**src/rtl/uart_cmd_if.sv**
```systemverilog
// UART host link: RX byte pairs become 16-bit commands, TX serializes response bytes (8N1, LSB first).
// Optional `UART_CMD_TIMEOUT_EN drops a stale high byte if the low byte never arrives.
module uart_cmd_if #(
  parameter int BAUD_DIV = 868
) (
  input  logic        clk,
  input  logic        rst_n,
  input  logic        RX,
  output logic        TX,
  output logic [15:0] cmd,
  output logic        cmd_rdy,
  input  logic        clr_cmd_rdy,
  input  logic [7:0]  resp,
  input  logic        send_resp,
  output logic        resp_sent
);

  localparam int CW = $clog2(BAUD_DIV);
  localparam logic [CW-1:0] HALF_M1 = CW'(BAUD_DIV / 2 - 1);
  localparam logic [CW-1:0] FULL_M1 = CW'(BAUD_DIV - 1);

  typedef enum logic [1:0] {RX_IDLE, RX_START, RX_DATA, RX_STOP} rx_state_e;
  typedef enum logic       {TX_IDLE, TX_XMIT} tx_state_e;

  // ---------------- RX synchronizer ----------------
  logic rx_meta_q, rx_sync_q, rx_prev_q;
  logic rx_fall;

  always_ff @(posedge clk or negedge rst_n) begin
    if (!rst_n) begin
      rx_meta_q <= 1'b1;
      rx_sync_q <= 1'b1;
      rx_prev_q <= 1'b1;
    end else begin
      rx_meta_q <= RX;
      rx_sync_q <= rx_meta_q;
      rx_prev_q <= rx_sync_q;
    end
  end

  assign rx_fall = rx_prev_q & ~rx_sync_q;

  // ---------------- RX FSM ----------------
  rx_state_e     rx_state_q;
  logic [CW-1:0] rx_cnt_q;
  logic [3:0]    rx_bit_q;
  logic [7:0]    rx_shift_q;
  logic          byte_vld_q;

  always_ff @(posedge clk or negedge rst_n) begin
    if (!rst_n) begin
      rx_state_q <= RX_IDLE;
      rx_cnt_q   <= '0;
      rx_bit_q   <= '0;
      rx_shift_q <= '0;
      byte_vld_q <= 1'b0;
    end else begin
      byte_vld_q <= 1'b0;
      case (rx_state_q)
        RX_IDLE: begin
          if (rx_fall) begin
            rx_state_q <= RX_START;
            rx_cnt_q   <= '0;
          end
        end
        RX_START: begin
          // A high mid-start sample means a glitch, not a frame.
          if (rx_cnt_q == HALF_M1) begin
            rx_cnt_q   <= '0;
            rx_bit_q   <= '0;
            rx_state_q <= rx_sync_q ? RX_IDLE : RX_DATA;
          end else begin
            rx_cnt_q <= rx_cnt_q + 1'b1;
          end
        end
        RX_DATA: begin
          if (rx_cnt_q == FULL_M1) begin
            rx_cnt_q   <= '0;
            rx_shift_q <= {rx_sync_q, rx_shift_q[7:1]};
            rx_bit_q   <= rx_bit_q + 1'b1;
            if (rx_bit_q == 4'd7) rx_state_q <= RX_STOP;
          end else begin
            rx_cnt_q <= rx_cnt_q + 1'b1;
          end
        end
        RX_STOP: begin
          if (rx_cnt_q == FULL_M1) begin
            rx_cnt_q   <= '0;
            byte_vld_q <= rx_sync_q;
            rx_state_q <= RX_IDLE;
          end else begin
            rx_cnt_q <= rx_cnt_q + 1'b1;
          end
        end
        default: rx_state_q <= RX_IDLE;
      endcase
    end
  end

  // ---------------- byte pair assembly ----------------
  logic [7:0]  hi_q;
  logic        hi_done_q;
  logic [15:0] cmd_q;
  logic        cmd_rdy_q;
  logic        cmd_done;

  assign cmd_done = byte_vld_q & hi_done_q;

`ifdef UART_CMD_TIMEOUT_EN
  localparam int TMO = 20 * BAUD_DIV;
  localparam int TW  = $clog2(TMO);
  logic [TW-1:0] tmo_cnt_q;
`endif

  always_ff @(posedge clk or negedge rst_n) begin
    if (!rst_n) begin
      hi_q      <= '0;
      hi_done_q <= 1'b0;
      cmd_q     <= '0;
      cmd_rdy_q <= 1'b0;
`ifdef UART_CMD_TIMEOUT_EN
      tmo_cnt_q <= '0;
`endif
    end else begin
`ifdef UART_CMD_TIMEOUT_EN
      // Counter only runs while waiting idle for the low byte's start bit.
      if (!hi_done_q || byte_vld_q) begin
        tmo_cnt_q <= '0;
      end else if (rx_state_q == RX_IDLE) begin
        if (tmo_cnt_q == TW'(TMO - 1)) begin
          tmo_cnt_q <= '0;
          hi_done_q <= 1'b0;
        end else begin
          tmo_cnt_q <= tmo_cnt_q + 1'b1;
        end
      end
`endif
      if (byte_vld_q) begin
        if (!hi_done_q) begin
          hi_q      <= rx_shift_q;
          hi_done_q <= 1'b1;
        end else begin
          cmd_q     <= {hi_q, rx_shift_q};
          hi_done_q <= 1'b0;
        end
      end
      if (cmd_done)         cmd_rdy_q <= 1'b1;
      else if (clr_cmd_rdy) cmd_rdy_q <= 1'b0;
    end
  end

  assign cmd     = cmd_q;
  assign cmd_rdy = cmd_rdy_q;

  // ---------------- TX FSM ----------------
  // The shift register idles all-ones so its LSB is the TX pin directly.
  tx_state_e     tx_state_q;
  logic [9:0]    tx_shift_q;
  logic [CW-1:0] tx_cnt_q;
  logic [3:0]    tx_bit_q;
  logic          resp_sent_q;

  always_ff @(posedge clk or negedge rst_n) begin
    if (!rst_n) begin
      tx_state_q  <= TX_IDLE;
      tx_shift_q  <= '1;
      tx_cnt_q    <= '0;
      tx_bit_q    <= '0;
      resp_sent_q <= 1'b0;
    end else begin
      resp_sent_q <= 1'b0;
      if (tx_state_q == TX_IDLE) begin
        if (send_resp) begin
          tx_shift_q <= {1'b1, resp, 1'b0};
          tx_cnt_q   <= '0;
          tx_bit_q   <= '0;
          tx_state_q <= TX_XMIT;
        end
      end else begin
        if (tx_cnt_q == FULL_M1) begin
          tx_cnt_q   <= '0;
          tx_shift_q <= {1'b1, tx_shift_q[9:1]};
          if (tx_bit_q == 4'd9) begin
            tx_state_q  <= TX_IDLE;
            resp_sent_q <= 1'b1;
          end else begin
            tx_bit_q <= tx_bit_q + 1'b1;
          end
        end else begin
          tx_cnt_q <= tx_cnt_q + 1'b1;
        end
      end
    end
  end

  assign TX        = tx_shift_q[0];
  assign resp_sent = resp_sent_q;

endmodule

```
**config.mk**
```make
export PLATFORM = sky130hd
export DESIGN_NAME = uart_cmd_if
export DESIGN_NICKNAME = d
export VERILOG_FILES = /design/src/rtl/uart_cmd_if.sv
export SDC_FILE = /design/constraint.sdc
export NUM_CORES = 1
export LEC_CHECK = 0
export CORE_AREA = 2 2 96 75
export CTS_CLUSTER_DIAMETER = 150
export DETAILED_ROUTE_END_ITERATION = 12
export DIE_AREA = 0 0 98 77
export HOLD_SLACK_MARGIN = 0.03
export PLACE_DENSITY_LB_ADDON = 0.08
export SLEW_MARGIN = 20
export SYNTH_ARGS = -nofsm -noshare
export SYNTH_HDL_FRONTEND = slang
export SYNTH_SLANG_ARGS = --single-unit
```
**constraint.sdc**
```tcl
create_clock -name clk -period 2.05 [get_ports clk]
set_input_delay 0.205 -clock clk [delete_from_list [all_inputs] [get_ports clk]]
set_output_delay 0.205 -clock clk [all_outputs]
set_load 0.01 [all_outputs]
```
== Word level (Yosys, flattened, before mapping) ==
Index checks and enable logic that the tools add are counted.

* RAM bits: 0
* Memories: 0
* Input bits: 13
* Bits in latches: 0
* Output and inout port bits: 19
* Word-level logic and storage cells: 88
* Flip-flop bits (word level): 80
* Memory bits (read-only): 0

* Reductions and logical operators: 12
* Shift operators: 0
* Add/subtract/negate cells: 4
* Equality and inequality tests: 15
* $lt $le $gt $ge: 0
* Bitwise logic cells: 4
* Multiply operators: 0
* Multiplexer cells: 36
* Div/mod/pow operators: 0

{| class="wikitable"
|+ Operator list
! kind !! number
|-
| 2-to-1 mux 10 bit || 9
|-
| one-hot mux 10 bit (3 select lines) || 1
|-
| 2-to-1 mux 4 bit || 6
|-
| adder 10 x 1 -> 10 bit (second input constant) || 2
|-
| == test 10 bit (second input constant) || 2
|-
| 2-to-1 mux 1 bit || 12
|-
| 2-to-1 mux 2 bit || 6
|-
| inequality test 2 bit (second input constant) || 6
|-
| == test 10 x 9 -> 1 bit (second input constant) || 1
|-
| adder 4 x 1 -> 4 bit (second input constant) || 2
|-
| one-hot mux 2 bit (4 select lines) || 1
|-
| one-hot mux 4 bit (2 select lines) || 1
|-
| AND reduction 2 bit || 4
|-
| AND reduction 3 bit || 2
|-
| nonzero test 2 bit || 3
|-
| AND reduction 5 bit || 1
|-
| == test 2 bit (second input constant) || 2
|-
| == test 4 x 3 -> 1 bit (second input constant) || 1
|-
| == test 4 bit (second input constant) || 1
|-
| AND 1 bit || 2
|-
| == test 2 x 1 -> 1 bit (second input constant) || 1
|-
| zero test 2 bit || 1
|-
| inequality test 2 x 1 -> 1 bit (second input constant) || 1
|-
| inverter 1 bit || 2
|-
| OR reduction 2 bit || 1
|}

== Depth between registers and ports, before layout ==
* Word-level depth: 4
* Mapped depth: 7
* Mapped depth without buffers: 6

== Least setup slack after synthesis ==
OpenSTA, ideal clock, no wires.

* Path kind: flip-flop to flip-flop
* Start: register rx_cnt_q[0]
* End: register rx_shift_q[0]
* Library setup time: 0.125 ns
* Cell stages (with the launch flop): 6
* Arrival: 1.624 ns
* Path buffers: 1
* Setup slack: 0.301 ns
* Clock period less this slack: 1.749 ns
* Cells stage by stage: dfrtp_1 > ha_1 > and4bb_2 > and4_1 > buf_2 > mux2_2

* Cells in the longest elaborated chain, start to end: 2

{| class="wikitable"
|+ RTL lines
! what !! line !! text
|-
| start: declaration || 45 || <nowiki>logic [CW-1:0] rx_cnt_q;</nowiki>
|-
| start signal: assignment || 73 || <nowiki>rx_cnt_q <= rx_cnt_q + 1'b1;</nowiki>
|-
| start signal: assignment || 83 || <nowiki>rx_cnt_q <= rx_cnt_q + 1'b1;</nowiki>
|-
| start signal: assignment || 92 || <nowiki>rx_cnt_q <= rx_cnt_q + 1'b1;</nowiki>
|-
| == test 10 bit || 77 || <nowiki>if (rx_cnt_q == FULL_M1) begin</nowiki>
|-
| AND reduction 2 bit (no source line) || n/a ||
|-
| end signal: assignment || 79 || <nowiki>rx_shift_q <= {rx_sync_q, rx_shift_q[7:1]};</nowiki>
|-
| end: declaration || 47 || <nowiki>logic [7:0] rx_shift_q;</nowiki>
|}

No other way between the ends.
A chain may end at the register's enable or synchronous reset.

== Worst setup path after layout ==
* Start: register rx_cnt_q[3]
* End: register rx_cnt_q[6]

* Cells in the longest elaborated chain, start to end: 3

{| class="wikitable"
|+ RTL lines
! what !! line !! text
|-
| adder 10 x 1 -> 10 bit (tied with other cells) || 73, 83, 92 ||
|-
| 2-to-1 mux 10 bit, on equally long branches || 77, 87, 68 ||
|-
| one-hot mux 10 bit (3 select lines) (*) || 59 || <nowiki>case (rx_state_q)</nowiki>
|}

Every way passes the cells marked *; elsewhere a longest branch is shown, timed or not.

==> summary by stage <==
Yosys
The count of synthesis-stage warnings from yosys is 0. The cell accounting for the most synthesized area is sky130_fd_sc_hd__dfrtp_1. The most common flop cell mapped by yosys is sky130_fd_sc_hd__dfrtp_1.

The post-synthesis average cell area is between 10 and 15 µm². Counting every instance in the synthesized netlist gives 316. For this run, asynchronously set or reset flops after synthesis account for 1.000. The top-area cell type share of the netlist area is 0.4605. The number of different library cells in the post-synthesis netlist is 52.

For this run, the register share of the synthesized area comes to 0.5471. The number of enable-type register cells in the synthesized netlist is 0. The flop and latch count out of synthesis is 79. The area of the mapped netlist is between 0.003 and 0.004 mm². The net count after synthesis is 335. By area the synthesized netlist is led by sky130_fd_sc_hd__dfrtp_1, sky130_fd_sc_hd__mux2_2, sky130_fd_sc_hd__dfstp_2.

STA
The post-layout minimum cycle time is 1.939 ns. The number of pins with negative max-slew slack in the final report is 0. The final critical-path share of the clock period is 0.9459. Setup repair after global routing left no endpoint under its margin. The setup skew after layout is 0.01284 ns.

Setup violations remaining at the end of the flow were counted as 0. The number of hold-slack violations in the final timing report is 0. Headroom to the max-slew limit came out at 0.6012.

The worst hold margin is 0.2589 ns. The transition time at the pin with the least slew margin is 0.5981 ns. The highest clock rate is 515.7 MHz. Adding up every negative setup slack in the final design gives 0 ns.

Power
Across the VDD grid, the largest voltage drop is 0.5468 mV. Of the total power, the clock network draws 0.326. The net switching power is 1.139 mW.

The combinational cell fraction of total power is 0.158. Of the total power, registers draw 0.516. In this run the power density over the cells is 892.3 mW/mm². The net switching fraction of the power is 0.2929. Cell internal power was estimated by the tool at 2.749 mW.

The standby leakage power is approximately 2.0 nW.

Global routing
The number of global-route vias before repair was between 2,000 and 3,000. After global routing the overflow that remains totals 0. The initial antenna violation count is 0. The first global-routing pass estimated around 12,000 µm of wire. The maximum number of pins on one net before global-route repair is 46. The overall track demand over capacity in global routing is 0.2022.

Outcome
The flow ran to the end, and the final reports show no timing, DRC or antenna violations.

Floorplanning
From bottom edge to top edge, the die measures 77 µm. The floorplan step defined a core boundary enclosing 0.006604 mm². The count of standard-cell rows is 26. 32 I/O pins were placed. The die covers between 0.007 and 0.008 mm². The chip width is 98 µm.

For this configuration, the core starts out at a cell density of 0.5513.

Critical path
The worst setup path is launched from a register. The worst-path cell with the longest stage delay is sky130_fd_sc_hd__o311a_2. In this run the worst path has a maximum fanout of 8.

The number of buffers and inverters on the critical path is 0. The reg-to-reg critical path endpoint is rx_cnt_q[6]. At the worst endpoint, the arrival time is between 2 and 2.5 ns. For flop-to-flop paths, the worst setup slack is 0.11 ns. The required time of the critical path is 2.24 ns. Traced cell by cell, the critical path runs through or3b_1 > o311a_2 > nor2_4 > o311ai_0. The startpoint of the worst-slack reg-to-reg timing path is rx_cnt_q[3]. On the worst path, the slowest cell contributes a delay of 0.50 ns. The worst register-to-register path has a depth of 4. The family with the most delay on the worst path is compound AO/OA/AOI/OAI gates. STA classifies the critical path endpoint as a register.

The critical path start-end classification is reg -> reg.

Layout
The final instance area is 0.004357 mm². The final antenna diode count is 0. The final design utilization is 0.6597.

Of the cells placed in the final design, the portion with a size suffix greater than 1 is 0.2262. The final net count is 381. From synthesis to final layout, the design area changed by 19.66%.

Placement
The HPWL after detailed placement is 4651 µm. In this run the cell area measured after placement is approximately 0.0041 mm². Input and output buffers added on the ports amount to 31. At the end of routability-driven placement, the weighted congestion stood at between 0.8 and 0.9.

Clocking
The clock network latency to the later pin of the worst-skew pair is roughly 0.35 ns. The total number of H-tree levels is 3. The clock-pin slew of the registers on the worst-case setup and hold paths is 0.08 ns. The number of clock sinks is between 70 and 80. The post-CTS repair timing setup buffer count is 0. TritonCTS built the clock tree. In this run the deepest clock path goes through 2 buffers.

The cell at the root of the clock tree is sky130_fd_sc_hd__clkbuf_8. The number of clock buffers added by TritonCTS is 9.

Route
The detailed router placed 2,587 vias in this run. The number of search-and-repair iterations in the first detailed-routing pass is 5. The total wirelength of the detailed-routed design is 6963 µm. The via-per-instance ratio is 5.736. In this run the remaining antenna-violating nets after routing total 0. After detailed routing, the average wire length per cell comes to 15.44 µm.

The number of remaining DRC errors is 0. The first-iteration detailed-routing DRC count is 102.

Min path
The hold-critical path endpoint is rx_meta_q. The number of instances on the worst hold path is 1. The type of the most critical hold path is in -> reg.

The startpoint identified for the worst hold timing path is RX.

Job
Max-cap violations in this run came to 0.
==> layout by cell type, fill, tap and decap left out, types with 5 or more instances in the layout <==
cell type                         count
sky130_fd_sc_hd__nand4_1              6
sky130_fd_sc_hd__dfrtp_1             67
sky130_fd_sc_hd__dfstp_2             12
sky130_fd_sc_hd__buf_4               13
sky130_fd_sc_hd__a21oi_1             10
sky130_fd_sc_hd__mux2i_1             11
sky130_fd_sc_hd__mux2_2              33
sky130_fd_sc_hd__clkdlybuf4s50_1     30
sky130_fd_sc_hd__clkbuf_8             9
sky130_fd_sc_hd__inv_1               11
sky130_fd_sc_hd__nor2_1              12
sky130_fd_sc_hd__nand2_1             23
sky130_fd_sc_hd__o21ai_0             19
sky130_fd_sc_hd__nand3_1             19
sky130_fd_sc_hd__ha_1                 6
sky130_fd_sc_hd__and3_1               5
sky130_fd_sc_hd__xor2_1               5
==> cells in the mapped netlist (2+ instances only) <==
cell and count:
sky130_fd_sc_hd__a21oi_1 10, sky130_fd_sc_hd__a22o_1 3, sky130_fd_sc_hd__a31oi_1 4, sky130_fd_sc_hd__a32oi_1 2
sky130_fd_sc_hd__and2_1 4, sky130_fd_sc_hd__and3_1 5, sky130_fd_sc_hd__and4b_1 2, sky130_fd_sc_hd__and4bb_2 2
sky130_fd_sc_hd__buf_2 4, sky130_fd_sc_hd__clkbuf_1 5, sky130_fd_sc_hd__dfrtp_1 67, sky130_fd_sc_hd__dfstp_2 12
sky130_fd_sc_hd__ha_1 6, sky130_fd_sc_hd__inv_1 11, sky130_fd_sc_hd__mux2_2 33, sky130_fd_sc_hd__mux2i_1 11
sky130_fd_sc_hd__nand2_1 23, sky130_fd_sc_hd__nand3_1 19, sky130_fd_sc_hd__nand3b_1 4, sky130_fd_sc_hd__nand4_1 6
sky130_fd_sc_hd__nor2_1 12, sky130_fd_sc_hd__nor2b_1 4, sky130_fd_sc_hd__nor3_1 4, sky130_fd_sc_hd__o211ai_1 4
sky130_fd_sc_hd__o21ai_0 19, sky130_fd_sc_hd__o21ai_1 3, sky130_fd_sc_hd__o311ai_0 3, sky130_fd_sc_hd__o31ai_1 2
sky130_fd_sc_hd__or3_1 3, sky130_fd_sc_hd__or4_1 3, sky130_fd_sc_hd__xor2_1 5
==> worst max-delay path by stage <==
stage | startpoint | to | cells after the start
6_report | rx_cnt_q[3] | rx_cnt_q[6] | 4
5_1_grt | tx_cnt_q[4] | tx_bit_q[3] | 4
4_1_cts | tx_cnt_q[0] | tx_shift_q[4] | 4
3_5_place_dp | tx_cnt_q[0] | tx_shift_q[4] | 4
3_3_place_gp | tx_cnt_q[0] | tx_shift_q[5] | 4
2_1_floorplan | rx_cnt_q[0] | rx_shift_q[0] | 5
==> flip-flops by register name, summed over array words and instances (netlist names), 4 cells and up, named ones only <==
| signal | count |
|---|---|
| tx_bit_q | 4 |
| rx_cnt_q | 10 |
| tx_shift_q | 9 |
| rx_bit_q | 4 |
| rx_shift_q | 8 |
| hi_q | 8 |
| tx_cnt_q | 10 |
| cmd | 16 |
==> metal layers <==
metal	part of all wire	GRT usage	wire, µm	up-vias
li1	-	-	-	1257
met1	0.49	0.2903	3432	1262
met2	0.45	0.3007	3145	62
met3	0.047	0.05925	329	6
met4	0.0080	0.05833	56	0
met5	0	0	0	-
==> final cells by class <==
| type | instances | area, µm² |
|---|---|---|
| clock buffer | 9 | 123.9 |
| fill | 533 | 2247 |
| inverter | 11 | 41.29 |
| timing repair buffer | 45 | 427.9 |
| multi-input combinational | 216 | 1572 |
| tap | 84 | 105.1 |
| sequential | 79 | 1992 |
| clock inverter | 7 | 95.09 |
==> power groups by stage <==
stage | sequential (mW) | clock, mW | combinational [mW]
2_1_floorplan | 1.96 | 0 | 0.448
3_3_place_gp | 2.02 | 0 | 0.597
3_5_place_dp | 2.03 | 0 | 0.611
4_1_cts | 2.00 | 1.31 | 0.617
5_1_grt | 2.05 | 1.36 | 0.706
6_report | 2.00 | 1.27 | 0.616
==> timing repair <==
item,in CTS,in global routing
hold endpoints to repair,30,0
resized for setup,0,1
hold buffers,1,0
endpoints found under the setup margin,0,7
==> logic make-up after synthesis <==
group,count (synthesis),synth area share
flops,79,0.5471
mux,44,0.1323
buf+inv,21,0.02337
simple gates,100,0.1543
compound gates,60,0.1079
fa+ha+maj,6,0.02062
xor+xnor,6,0.01443
==> worst reg2reg max path: stages, from the launching register on <==
cell and delay, ns:
sky130_fd_sc_hd__dfrtp_1 0.47, sky130_fd_sc_hd__or3b_1 0.42, sky130_fd_sc_hd__o311a_2 0.50, sky130_fd_sc_hd__nor2_4 0.22, sky130_fd_sc_hd__o311ai_0 0.18
==> per-stage QoR <==
stage	power, mW	instances	setup slack (ns)
2_1_floorplan	2.406	316	0.3011
3_3_place_gp	2.619	434	0.09706
3_5_place_dp	2.645	434	0.02535
4_1_cts	3.927	451	0.003035
5_1_grt	4.116	451	0.004664
6_report	3.887	451	0.1109
No activity file was read; power rests on OpenSTA's default activity.
